`src/rtl/key_event_queue.sv`:
```
// Key/encoder event FIFO with an IRQ/ack handshake toward the host MCU.
// Optional typematic auto-repeat is built when KEY_REPEAT_EN is defined.
module key_event_queue #(
  parameter int DEPTH      = 8,
  parameter int IRQ_RETRY  = 1000,
  parameter int REPEAT_DLY = 500,
  parameter int REPEAT_PER = 100
) (
  input  logic                       CLK_LOW,
  input  logic                       RST,
  input  logic                       KEY_INT,
  input  logic [7:0]                 KEY_DATA,
  input  logic                       CODE_INT,
  input  logic [7:0]                 CODE_DATA,
  output logic                       EVT_VALID,
  output logic [7:0]                 EVT_DATA,
  input  logic                       EVT_ACK,
  output logic                       EVT_IRQ,
  output logic [$clog2(DEPTH):0]     EVT_COUNT,
  output logic                       OVERFLOW,
  input  logic                       OVF_CLR
);

  localparam int AW = $clog2(DEPTH);
  localparam int RW = $clog2(IRQ_RETRY + 1);

  if (DEPTH < 2 || DEPTH > 64 || (DEPTH & (DEPTH - 1)) != 0) begin : g_bad_depth
    $error("key_event_queue: DEPTH must be a power of two in 2..64");
  end
  if (IRQ_RETRY < 1 || REPEAT_DLY < 1 || REPEAT_PER < 1) begin : g_bad_timing
    $error("key_event_queue: IRQ_RETRY, REPEAT_DLY and REPEAT_PER must be >= 1");
  end

  typedef enum logic [1:0] {S_IDLE, S_NOTIFY, S_WAIT} state_t;

  logic [7:0]    mem [DEPTH];
  logic [AW-1:0] wr_ptr, rd_ptr, wr_ptr_p1;
  logic [AW:0]   count, count_nx, free, room;
  logic          pop, drop;
  logic          wr0_en, wr1_en;
  logic [7:0]    wr0_data, wr1_data;
  logic [1:0]    n_wr;
  state_t        state, state_nx;
  logic [RW-1:0] retry_cnt;

`ifdef KEY_REPEAT_EN
  localparam int RMAX = (REPEAT_DLY > REPEAT_PER) ? REPEAT_DLY : REPEAT_PER;
  localparam int RCW  = $clog2(RMAX + 1);

  logic           rep_armed, rep_first, rep_due, rep_try, key_stored;
  logic [5:0]     rep_code;
  logic [RCW-1:0] rep_cnt, rep_target;

  assign rep_target = rep_first ? RCW'(REPEAT_DLY - 1) : RCW'(REPEAT_PER - 1);
  assign rep_due    = rep_armed && (rep_cnt == rep_target);
  // A due repeat yields to any external strobe and retries next cycle.
  assign rep_try    = rep_due && !CODE_INT && !KEY_INT;
`endif

  assign pop       = EVT_ACK && (count != '0);
  assign free      = (AW+1)'(DEPTH) - count + (AW+1)'(pop);
  assign wr_ptr_p1 = wr_ptr + AW'(1);

  // Ingress priority: encoder, key, then repeat; each consumes one free slot.
  always_comb begin
    room     = free;
    drop     = 1'b0;
    wr0_en   = 1'b0;
    wr1_en   = 1'b0;
    wr0_data = '0;
    wr1_data = '0;
`ifdef KEY_REPEAT_EN
    key_stored = 1'b0;
`endif
    if (CODE_INT) begin
      if (room != '0) begin
        wr0_en   = 1'b1;
        wr0_data = CODE_DATA;
        room     = room - (AW+1)'(1);
      end else begin
        drop = 1'b1;
      end
    end
    if (KEY_INT) begin
      if (room != '0) begin
`ifdef KEY_REPEAT_EN
        key_stored = 1'b1;
`endif
        room = room - (AW+1)'(1);
        if (wr0_en) begin
          wr1_en   = 1'b1;
          wr1_data = KEY_DATA;
        end else begin
          wr0_en   = 1'b1;
          wr0_data = KEY_DATA;
        end
      end else begin
        drop = 1'b1;
      end
    end
`ifdef KEY_REPEAT_EN
    if (rep_try) begin
      if (room != '0) begin
        wr0_en   = 1'b1;
        wr0_data = {2'b11, rep_code};
      end else begin
        drop = 1'b1;
      end
    end
`endif
  end

  assign n_wr     = {1'b0, wr0_en} + {1'b0, wr1_en};
  assign count_nx = count + (AW+1)'(n_wr) - (AW+1)'(pop);

  always_ff @(posedge CLK_LOW or negedge RST) begin
    if (!RST) begin
      for (int unsigned i = 0; i < DEPTH; i++) mem[i] <= '0;
      wr_ptr   <= '0;
      rd_ptr   <= '0;
      count    <= '0;
      OVERFLOW <= 1'b0;
    end else begin
      if (wr0_en) mem[wr_ptr]    <= wr0_data;
      if (wr1_en) mem[wr_ptr_p1] <= wr1_data;
      wr_ptr <= wr_ptr + AW'(n_wr);
      rd_ptr <= rd_ptr + AW'(pop);
      count  <= count_nx;
      if (drop)         OVERFLOW <= 1'b1;
      else if (OVF_CLR) OVERFLOW <= 1'b0;
    end
  end

  assign EVT_DATA  = mem[rd_ptr];
  assign EVT_VALID = (count != '0);
  assign EVT_COUNT = count;

`ifdef KEY_REPEAT_EN
  always_ff @(posedge CLK_LOW or negedge RST) begin
    if (!RST) begin
      rep_armed <= 1'b0;
      rep_first <= 1'b0;
      rep_code  <= '0;
      rep_cnt   <= '0;
    end else if (key_stored && KEY_DATA[7:6] == 2'b01) begin
      rep_armed <= 1'b1;
      rep_first <= 1'b1;
      rep_code  <= KEY_DATA[5:0];
      rep_cnt   <= '0;
    end else if (KEY_INT && KEY_DATA[7:6] == 2'b10 && KEY_DATA[5:0] == rep_code) begin
      rep_armed <= 1'b0;
    end else if (rep_due) begin
      // Stored or dropped, the period restarts; a collision holds the count.
      if (rep_try) begin
        rep_cnt   <= '0;
        rep_first <= 1'b0;
      end
    end else if (rep_armed) begin
      rep_cnt <= rep_cnt + RCW'(1);
    end
  end
`endif

  always_ff @(posedge CLK_LOW or negedge RST) begin
    if (!RST) begin
      state     <= S_IDLE;
      retry_cnt <= '0;
    end else begin
      state     <= state_nx;
      retry_cnt <= (state == S_WAIT) ? retry_cnt + RW'(1) : '0;
    end
  end

  always_comb begin
    state_nx = state;
    case (state)
      S_IDLE:   if (count != '0) state_nx = S_NOTIFY;
      S_NOTIFY: state_nx = S_WAIT;
      S_WAIT: begin
        if (pop)                                state_nx = (count_nx != '0) ? S_NOTIFY : S_IDLE;
        else if (count == '0)                   state_nx = S_IDLE;  // drained by an ack taken during NOTIFY
        else if (retry_cnt == RW'(IRQ_RETRY-1)) state_nx = S_NOTIFY;
      end
      default:  state_nx = S_IDLE;
    endcase
  end

  assign EVT_IRQ = (state == S_NOTIFY);

endmodule

```
`config.mk`:
```
export PLATFORM = sky130hd
export DESIGN_NAME = key_event_queue
export DESIGN_NICKNAME = d
export VERILOG_FILES = /design/src/rtl/key_event_queue.sv
export SDC_FILE = /design/constraint.sdc
export NUM_CORES = 1
export LEC_CHECK = 0
export BUFFER_PORTS_ARGS = -buffer_cell sky130_fd_sc_hd__buf_4
export CAP_MARGIN = 5
export CELL_PAD_IN_SITES_DETAIL_PLACEMENT = 1
export CELL_PAD_IN_SITES_GLOBAL_PLACEMENT = 1
export CORE_ASPECT_RATIO = 1.75
export CORE_MARGIN = 1
export CORE_UTILIZATION = 53
export CTS_BUF_LIST = sky130_fd_sc_hd__clkbuf_8
export DETAILED_ROUTE_END_ITERATION = 16
export GPL_ROUTABILITY_DRIVEN = 0
export PLACE_DENSITY_LB_ADDON = 0.1
export SYNTH_ARGS = -nofsm -noshare
export SYNTH_HDL_FRONTEND = slang
export SYNTH_SLANG_ARGS = --single-unit
```
`constraint.sdc`:
```
create_clock -name CLK_LOW -period 8.4 [get_ports CLK_LOW]
set_clock_uncertainty 0.2 [all_clocks]
set_input_delay 0.84 -clock CLK_LOW [delete_from_list [all_inputs] [get_ports CLK_LOW]]
set_output_delay 0.84 -clock CLK_LOW [all_outputs]
set_load 0.1 [all_outputs]
```
==> flow_metrics.env, run 1 <==
export IMPL_power_density_nw_per_um2=474
export IMPL_firstDrtPassIters=4
export IMPL_pre_cts_slack_ps=2790
export IMPL_power_share_sequential=0.269
export IMPL_cts_root_buf="clkbuf_8"
export IMPL_maxSlewViolCount=0
export IMPL_p_int_mw=1.46
export IMPL_overflow=0
export IMPL_power_frac_comb=0.631
export IMPL_synth_edff_count=0
export IMPL_status="complete, no violations"
export IMPL_rows=51
export IMPL_vias=5301
export IMPL_synth_ff_type="dfrtp_1"
export IMPL_vdd_drop_max_uv=354
export IMPL_cts_repair_resized=0
export IMPL_clkSinkCount=87
export IMPL_start_kind="register"
export IMPL_htree_levels=3
export IMPL_n_fill_cell=1257
export IMPL_cts_setup_buffers=0
export IMPL_sw_frac_of_total=0.532
export IMPL_grt_usage=0.351
export IMPL_syn_to_final_growth_pct=8.69
export IMPL_synth_top_cell_by_area="dfrtp_1"
export IMPL_synth_area_leaders="dfrtp_1 36%, o2bb2a_1 9.3%, a211oi_1 7.9%"
export IMPL_io_pin_count=37
export IMPL_max_slew_worst_pin_slew_ps=1220
export IMPL_max_stage_delay_ps=740
export IMPL_grt_first_pass_wirelength_um=30800
export IMPL_initial_core_util=0.545
export IMPL_p_sw_mw=1.66
export IMPL_fin_crit_ps=5630
export IMPL_drc=0
export IMPL_dp_hpwl_um=13000
export IMPL_post_drt_wl_per_cell_um=23.7
export IMPL_drt_iter0_drc=298
export IMPL_hp_class="input port to asynchronous set/reset pin"
export IMPL_clk_path_buf_depth=2
export IMPL_crit_arrival_ps=5700
export IMPL_synthesis_nets=684
export IMPL_synth_yosys_seq_area_share=0.360
export IMPL_yosys_register_bits=87
export IMPL_synth_cell_types=52
export IMPL_holdBufCountCts=0
export IMPL_synth_most_common_cell="inv_1"
export IMPL_cts_tree="yes"
export IMPL_rsz0062_at_grt="no"
export IMPL_fin_crit_sh=0.670
export IMPL_nNetsFinal=694
export IMPL_r2r_end="state[0]$_DFFE_PN0P_"
export IMPL_synth_common_cells="95 x inv_1, 87 x dfrtp_1, 75 x nor2_1"
export IMPL_netlist_instances=645
export IMPL_grt_max_degree=76
export IMPL_max_freq_mhz=178
export IMPL_crit_top_cell="inv_1"
export IMPL_drive_above_1_share=0.147
export IMPL_clock_latency_ps=380
export IMPL_synth_area_per_cell_um2=9.38
export IMPL_async_reset_ff_frac=1.00
export IMPL_worst_slack_ps=2770
export IMPL_leakage_nw=2.85
export IMPL_dieArea_um2=11900
export IMPL_tns_ps=0
export IMPL_crit_type="register to register"
export IMPL_finalHoldViolCount=0
export IMPL_core_area_um2=11100
export IMPL_cp_max_fo=75
export IMPL_clk_pin_slew_worst_paths_ps=90
export IMPL_worst_setup_path_end_kind="register"
export IMPL_viasPerCell=6.69
export IMPL_fin_cells=792
export IMPL_drtAntennaViolNets=0
export IMPL_totalWireLength_um=18800
export IMPL_r2r_start="EVT_COUNT[2]$_DFF_PN0_"
export IMPL_diodes=0
export IMPL_r2r_cells=24
export IMPL_clkPwrFrac=0.100
export IMPL_critPathRequiredTime_ps=8470
export IMPL_max_slew_margin=0.184
export IMPL_drv_cap=0
export IMPL_dp_cells=776
export IMPL_cts_buffers=9
export IMPL_setup_viol=0
export IMPL_cp_slowest_cell="buf_4"
export IMPL_antenna_found_initial=0
export IMPL_rrSetupSlack_ps=2770
export IMPL_cp_cell_sequence="inv_1 -> ha_1 -> and2_1 -> inv_1 -> nand2_1 -> ha_1 -> inv_1 -> ha_1 -> inv_1 -> ha_1 -> and4bb_2 -> a41o_2 -> buf_4 -> o22a_2 -> inv_1 -> ha_1 -> inv_1 -> ha_1 -> inv_1 -> ha_1 -> inv_1 -> fa_1 -> nand4b_1 -> o311a_1"
export IMPL_synth_top_area_frac=0.360
export IMPL_syn_area_um2=6050
export IMPL_numPortBuffers=36
export IMPL_die_w_um=82.7
export IMPL_grt_pass1_vias=5920
export IMPL_die_h_um=143
export IMPL_ys_warn_count=0
[sequential cells by signal, indices dropped and copies added, names as in the netlist]
register / cells
rd_ptr: 3
wr_ptr: 3
mem: 64
EVT_COUNT: 4
retry_cnt: 10
OVERFLOW: 1
state: 2
[cells by family after synthesis]
| kind of cell | share of synthesized area |
|---|---|
| flops | 0.360 |
| buf+inv | 0.0935 |
| mux | 0.0615 |
| simple gates | 0.200 |
| compound gates | 0.228 |
| fa+ha+maj | 0.0377 |
| xor+xnor | 0.0197 |
[metal layers]
layer | part of all wire | GRT usage
met4 | 0.045 | 0.218
met1 | 0.36 | 0.397
met2 | 0.55 | 0.604
met3 | 0.042 | 0.0483
met5 | 0 | 0
[worst max-delay path, delay by kind of cell (launching register included)]
kind                     cells  cell delay [ps]
adder cells (fa/ha/maj)      8             2160
AO/OA/AOI/OAI                3              660
AND/OR/NAND/NOR              4              660
buffers and inverters        9             1380
flip-flops                   1              460
[power by group through the flow]
stage                     Clock (mW)  Combinational (mW)  Sequential [mW]
after global routing           0.330                2.13            0.872
after CTS                      0.317                1.96            0.833
after detailed placement           0                1.95            0.843
final                          0.313                1.97            0.838
after floorplan                    0                1.50            0.810
after global placement             0                1.86            0.824
[stage by stage]
stage / util / area (um^2) / power (mW) / hold slack (ps)
detailed placement: 0.574 / 6370 / 2.79 / 262
floorplan: - / 6050 / 2.31 / 225
global route: 0.592 / 6570 / 3.34 / 113
finish: 0.592 / 6570 / 3.12 / 101
CTS: 0.592 / 6570 / 3.11 / 101
global placement: 0.574 / 6370 / 2.69 / 241
[cell type report]
cell class	count	area, um^2	area share
Clock buffer	9	124	0.0188
Clock inverter	7	78.8	0.0120
Inverter	102	383	0.0583
Multi-Input combinational cell	410	3310	0.503
Sequential cell	87	2180	0.331
Tap cell	132	165	0.0251
Timing Repair Buffer	45	338	0.0514
[worst max path at each step]
stage,start,endpoint,cells past startpoint
after floorplan,EVT_COUNT[2]$_DFF_PN0_,state[0]$_DFFE_PN0P_,25
after global placement,EVT_COUNT[2]$_DFF_PN0_,state[0]$_DFFE_PN0P_,24
after global routing,EVT_COUNT[2]$_DFF_PN0_,state[0]$_DFFE_PN0P_,24
after detailed placement,EVT_COUNT[2]$_DFF_PN0_,state[0]$_DFFE_PN0P_,24
after CTS,EVT_COUNT[2]$_DFF_PN0_,state[0]$_DFFE_PN0P_,24
final,EVT_COUNT[2]$_DFF_PN0_,state[0]$_DFFE_PN0P_,24
[placed cells by master, fill, tap and decap left out, types with 2 or more instances in the layout]
cell       instances
inv_1             94
dfrtp_1           87
nor2_1            75
a211oi_1          64
nor4_1            57
o2bb2a_1          56
buf_4             45
mux4_2            16
ha_1              15
nand2_1           12
o21ai_0           12
clkbuf_8           9
a2bb2oi_1          8
nor4b_1            8
nor4_4             7
clkinv_1           7
or3_1              6
xor2_1             6
xnor2_1            5
nand4_1            5
a21oi_1            5
nand2b_1           4
nor3b_1            4
o21bai_1           4
nand3_1            4
and3b_1            3
nor3_1             3
o21bai_2           3
and3_1             3
inv_6              3
and2_1             2
nand4b_1           2
fa_1               2
clkinv_4           2
Note: power is estimated with default switching activity, not from simulation.
==> run 2: changes to the inputs <==
--- a/config.mk
+++ b/config.mk
@@ -11,7 +11,7 @@
 export CELL_PAD_IN_SITES_GLOBAL_PLACEMENT = 1
 export CORE_ASPECT_RATIO = 1.75
 export CORE_MARGIN = 1
-export CORE_UTILIZATION = 53
+export CORE_UTILIZATION = 50
 export CTS_BUF_LIST = sky130_fd_sc_hd__clkbuf_8
 export DETAILED_ROUTE_END_ITERATION = 16
 export GPL_ROUTABILITY_DRIVEN = 0
==> constraint.sdc (replaced) <==
create_clock -name CLK_LOW -period 5.7 [get_ports CLK_LOW]
set_clock_uncertainty 0.2 [all_clocks]
set_input_delay 0.57 -clock CLK_LOW [delete_from_list [all_inputs] [get_ports CLK_LOW]]
set_output_delay 0.57 -clock CLK_LOW [all_outputs]
set_load 0.1 [all_outputs]
==> run 2 against run 1 <==
  * Flip-flop and latch count unchanged
  * Die area increased by 5.9%
  * Total power increased by 48%
  * Count of clock-buffer cells in the layout unchanged
  * Critical path depth decreased by 1
  * Utilization decreased by 2.3 points
  * Non-clock buffer count increased by 2
  * Via count increased by 2.7%
  * Worst hold slack improved by 120 ps
  * Cell count increased by 0.63%
  * Register-to-register slack got worse by 2100 ps
==> flow_metrics.env, run 2 (synthesized netlist as in run 1, its figures left out) <==
export IMPL_clk_path_buf_depth=2
export IMPL_numPortBuffers=36
export IMPL_clkSinkCount=87
export IMPL_final_common_cell="inv_1"
export IMPL_largest_reg_flops=64
export IMPL_cts_repair_resized=0
export IMPL_fin_crit_ps=4980
export IMPL_max_slew_worst_pin_slew_ps=1200
export IMPL_grt_usage=0.324
export IMPL_cp_cell_sequence="inv_4 -> ha_1 -> and2_4 -> clkinvlp_4 -> nand2_2 -> ha_4 -> inv_1 -> ha_1 -> inv_1 -> ha_1 -> xnor3_1 -> nor4_4 -> buf_4 -> nor3_1 -> ha_1 -> inv_1 -> ha_1 -> inv_1 -> ha_1 -> inv_1 -> fa_1 -> nand4b_1 -> o311a_1"
export IMPL_finalHoldViolCount=0
export IMPL_cp_num_buf_inv=8
export IMPL_cts_tree="yes"
export IMPL_cts_buffers=9
export IMPL_start_kind="register"
export IMPL_vdd_drop_max_uv=468
export IMPL_crit_arrival_ps=5060
export IMPL_worst_setup_path_end_kind="register"
export IMPL_multi_input_area_um2=3320
export IMPL_drv_cap=0
export IMPL_drive_above_1_share=0.162
export IMPL_totalWireLength_um=19100
export IMPL_clock_latency_ps=380
export IMPL_htree_levels=3
export IMPL_maxSlewViolCount=0
export IMPL_die_w_um=85.1
export IMPL_drt_iter0_drc=343
export IMPL_post_drt_wl_per_cell_um=24.0
export IMPL_diodes=0
export IMPL_rsz0062_at_grt="no"
export IMPL_hp_class="input port to register"
export IMPL_cp_max_fo=10
export IMPL_firstDrtPassIters=5
export IMPL_fin_area_um2=6630
export IMPL_dp_hpwl_um=13600
export IMPL_dieArea_um2=12600
export IMPL_seqCellArea_um2=2180
export IMPL_cts_root_buf="clkbuf_8"
export IMPL_vias=5444
export IMPL_cts_setup_buffers=0
export IMPL_n_fill_cell=1333
export IMPL_max_freq_mhz=201
export IMPL_final_cell_mix="92 x inv_1, 83 x dfrtp_1, 75 x nor2_1"
export IMPL_grt_max_degree=67
export IMPL_critPathRequiredTime_ps=5780
export IMPL_placed_area_um2=6410
export IMPL_initial_core_util=0.519
export IMPL_antenna_found_initial=0
export IMPL_power_density_nw_per_um2=698
export IMPL_grt_pass1_vias=5842
export IMPL_io_pin_count=37
export IMPL_leakage_nw=2.85
export IMPL_fin_crit_sh=0.874
export IMPL_cp_slowest_cell="dfrtp_4"
export IMPL_crit_type="register to register"
export IMPL_hold_slack_ps=222
export IMPL_clk_pin_slew_worst_paths_ps=100
export IMPL_max_stage_delay_ps=540
export IMPL_status="complete, no violations"
export IMPL_tns_ps=0
export IMPL_viasPerCell=6.83
export IMPL_rows=52
export IMPL_overflow=0
export IMPL_setup_viol=0
export IMPL_drtAntennaViolNets=0
export IMPL_max_slew_margin=0.203
export IMPL_path_delay_family="adder cells"
export IMPL_die_h_um=147
export IMPL_holdBufCountCts=1
export IMPL_drc=0
export IMPL_grt_first_pass_wirelength_um=31100
export IMPL_syn_to_final_growth_pct=9.56
export IMPL_crit_top_cell="ha_1"
export IMPL_regMostFlops="mem"
export IMPL_nNetsFinal=696
export IMPL_core_area_um2=11600
export IMPL_power_mw=4.63
==> run 2: changes by cell type in the layout (fill, tap and decap cells not counted), sizes merged <==
cell / delta
buf: +1
clkinv: -1
dlygate4sd3: +1
clkinvlp: +1
==> run 2: final timing paths <==
path                                   startpoint                endpoint  slack [ps]  cells after the start
min in group asynchronous                     RST       mem[57]$_DFF_PN0_         450                      2
max in group asynchronous                     RST  EVT_COUNT[2]$_DFF_PN0_        3660                      3
min reg2reg                retry_cnt[0]$_DFF_PN0_  retry_cnt[0]$_DFF_PN0_         270                      1
min                                       OVF_CLR    OVERFLOW$_DFFE_PN0P_         220                      2
max                        EVT_COUNT[2]$_DFF_PN0_    state[0]$_DFFE_PN0P_         720                     23
max reg2reg                EVT_COUNT[2]$_DFF_PN0_    state[0]$_DFFE_PN0P_         720                     23
==> run 2: where the power goes <==
part,switching (mW),internal (mW),leakage [nW],total [mW]
Sequential,0.327,0.912,1.08,1.24
Clock,0.258,0.209,0.105,0.467
Combinational,1.88,1.04,1.67,2.92
Total,2.46,2.17,2.85,4.63
==> run 2: area by class of cell <==
class / count / area share
clock buffer: 9 / 0.0187
clock inverter: 7 / 0.0119
inverter: 102 / 0.0587
multi-input combinational: 410 / 0.502
sequential: 87 / 0.330
tap: 135 / 0.0255
timing repair buffer: 47 / 0.0536
==> run 2: per-layer routing <==
metal / GRT usage / vias to the layer above / part of all wire
met1: 0.357 / 2809 / 0.36
met3: 0.0413 / 68 / 0.036
met4: 0.162 / 0 / 0.042
met2: 0.600 / 165 / 0.56
li1: - / 2402 / -
met5: 0 / - / 0
==> run 2: worst reg2reg max path, cell delays in order (launching register included) <==
cell        delay, ps
dfrtp_4           540
inv_4             110
ha_1              150
and2_4            160
clkinvlp_4         90
nand2_2            90
ha_4              150
inv_1              50
ha_1              310
inv_1              70
ha_1              200
xnor3_1           290
nor4_4            300
buf_4             290
nor3_1             90
ha_1              310
inv_1              50
ha_1              260
inv_1              60
ha_1              150
inv_1              50
fa_1              500
nand4b_1          100
o311a_1           290
==> run 2: metrics by stage <==
stage | std cells | worst slack, ps | utilization
after floorplan | 645 | 17.1 | -
after global placement | 780 | 949 | 0.551
after detailed placement | 780 | 722 | 0.551
after CTS | 797 | 708 | 0.569
after global routing | 797 | 454 | 0.569
final | 797 | 720 | 0.569
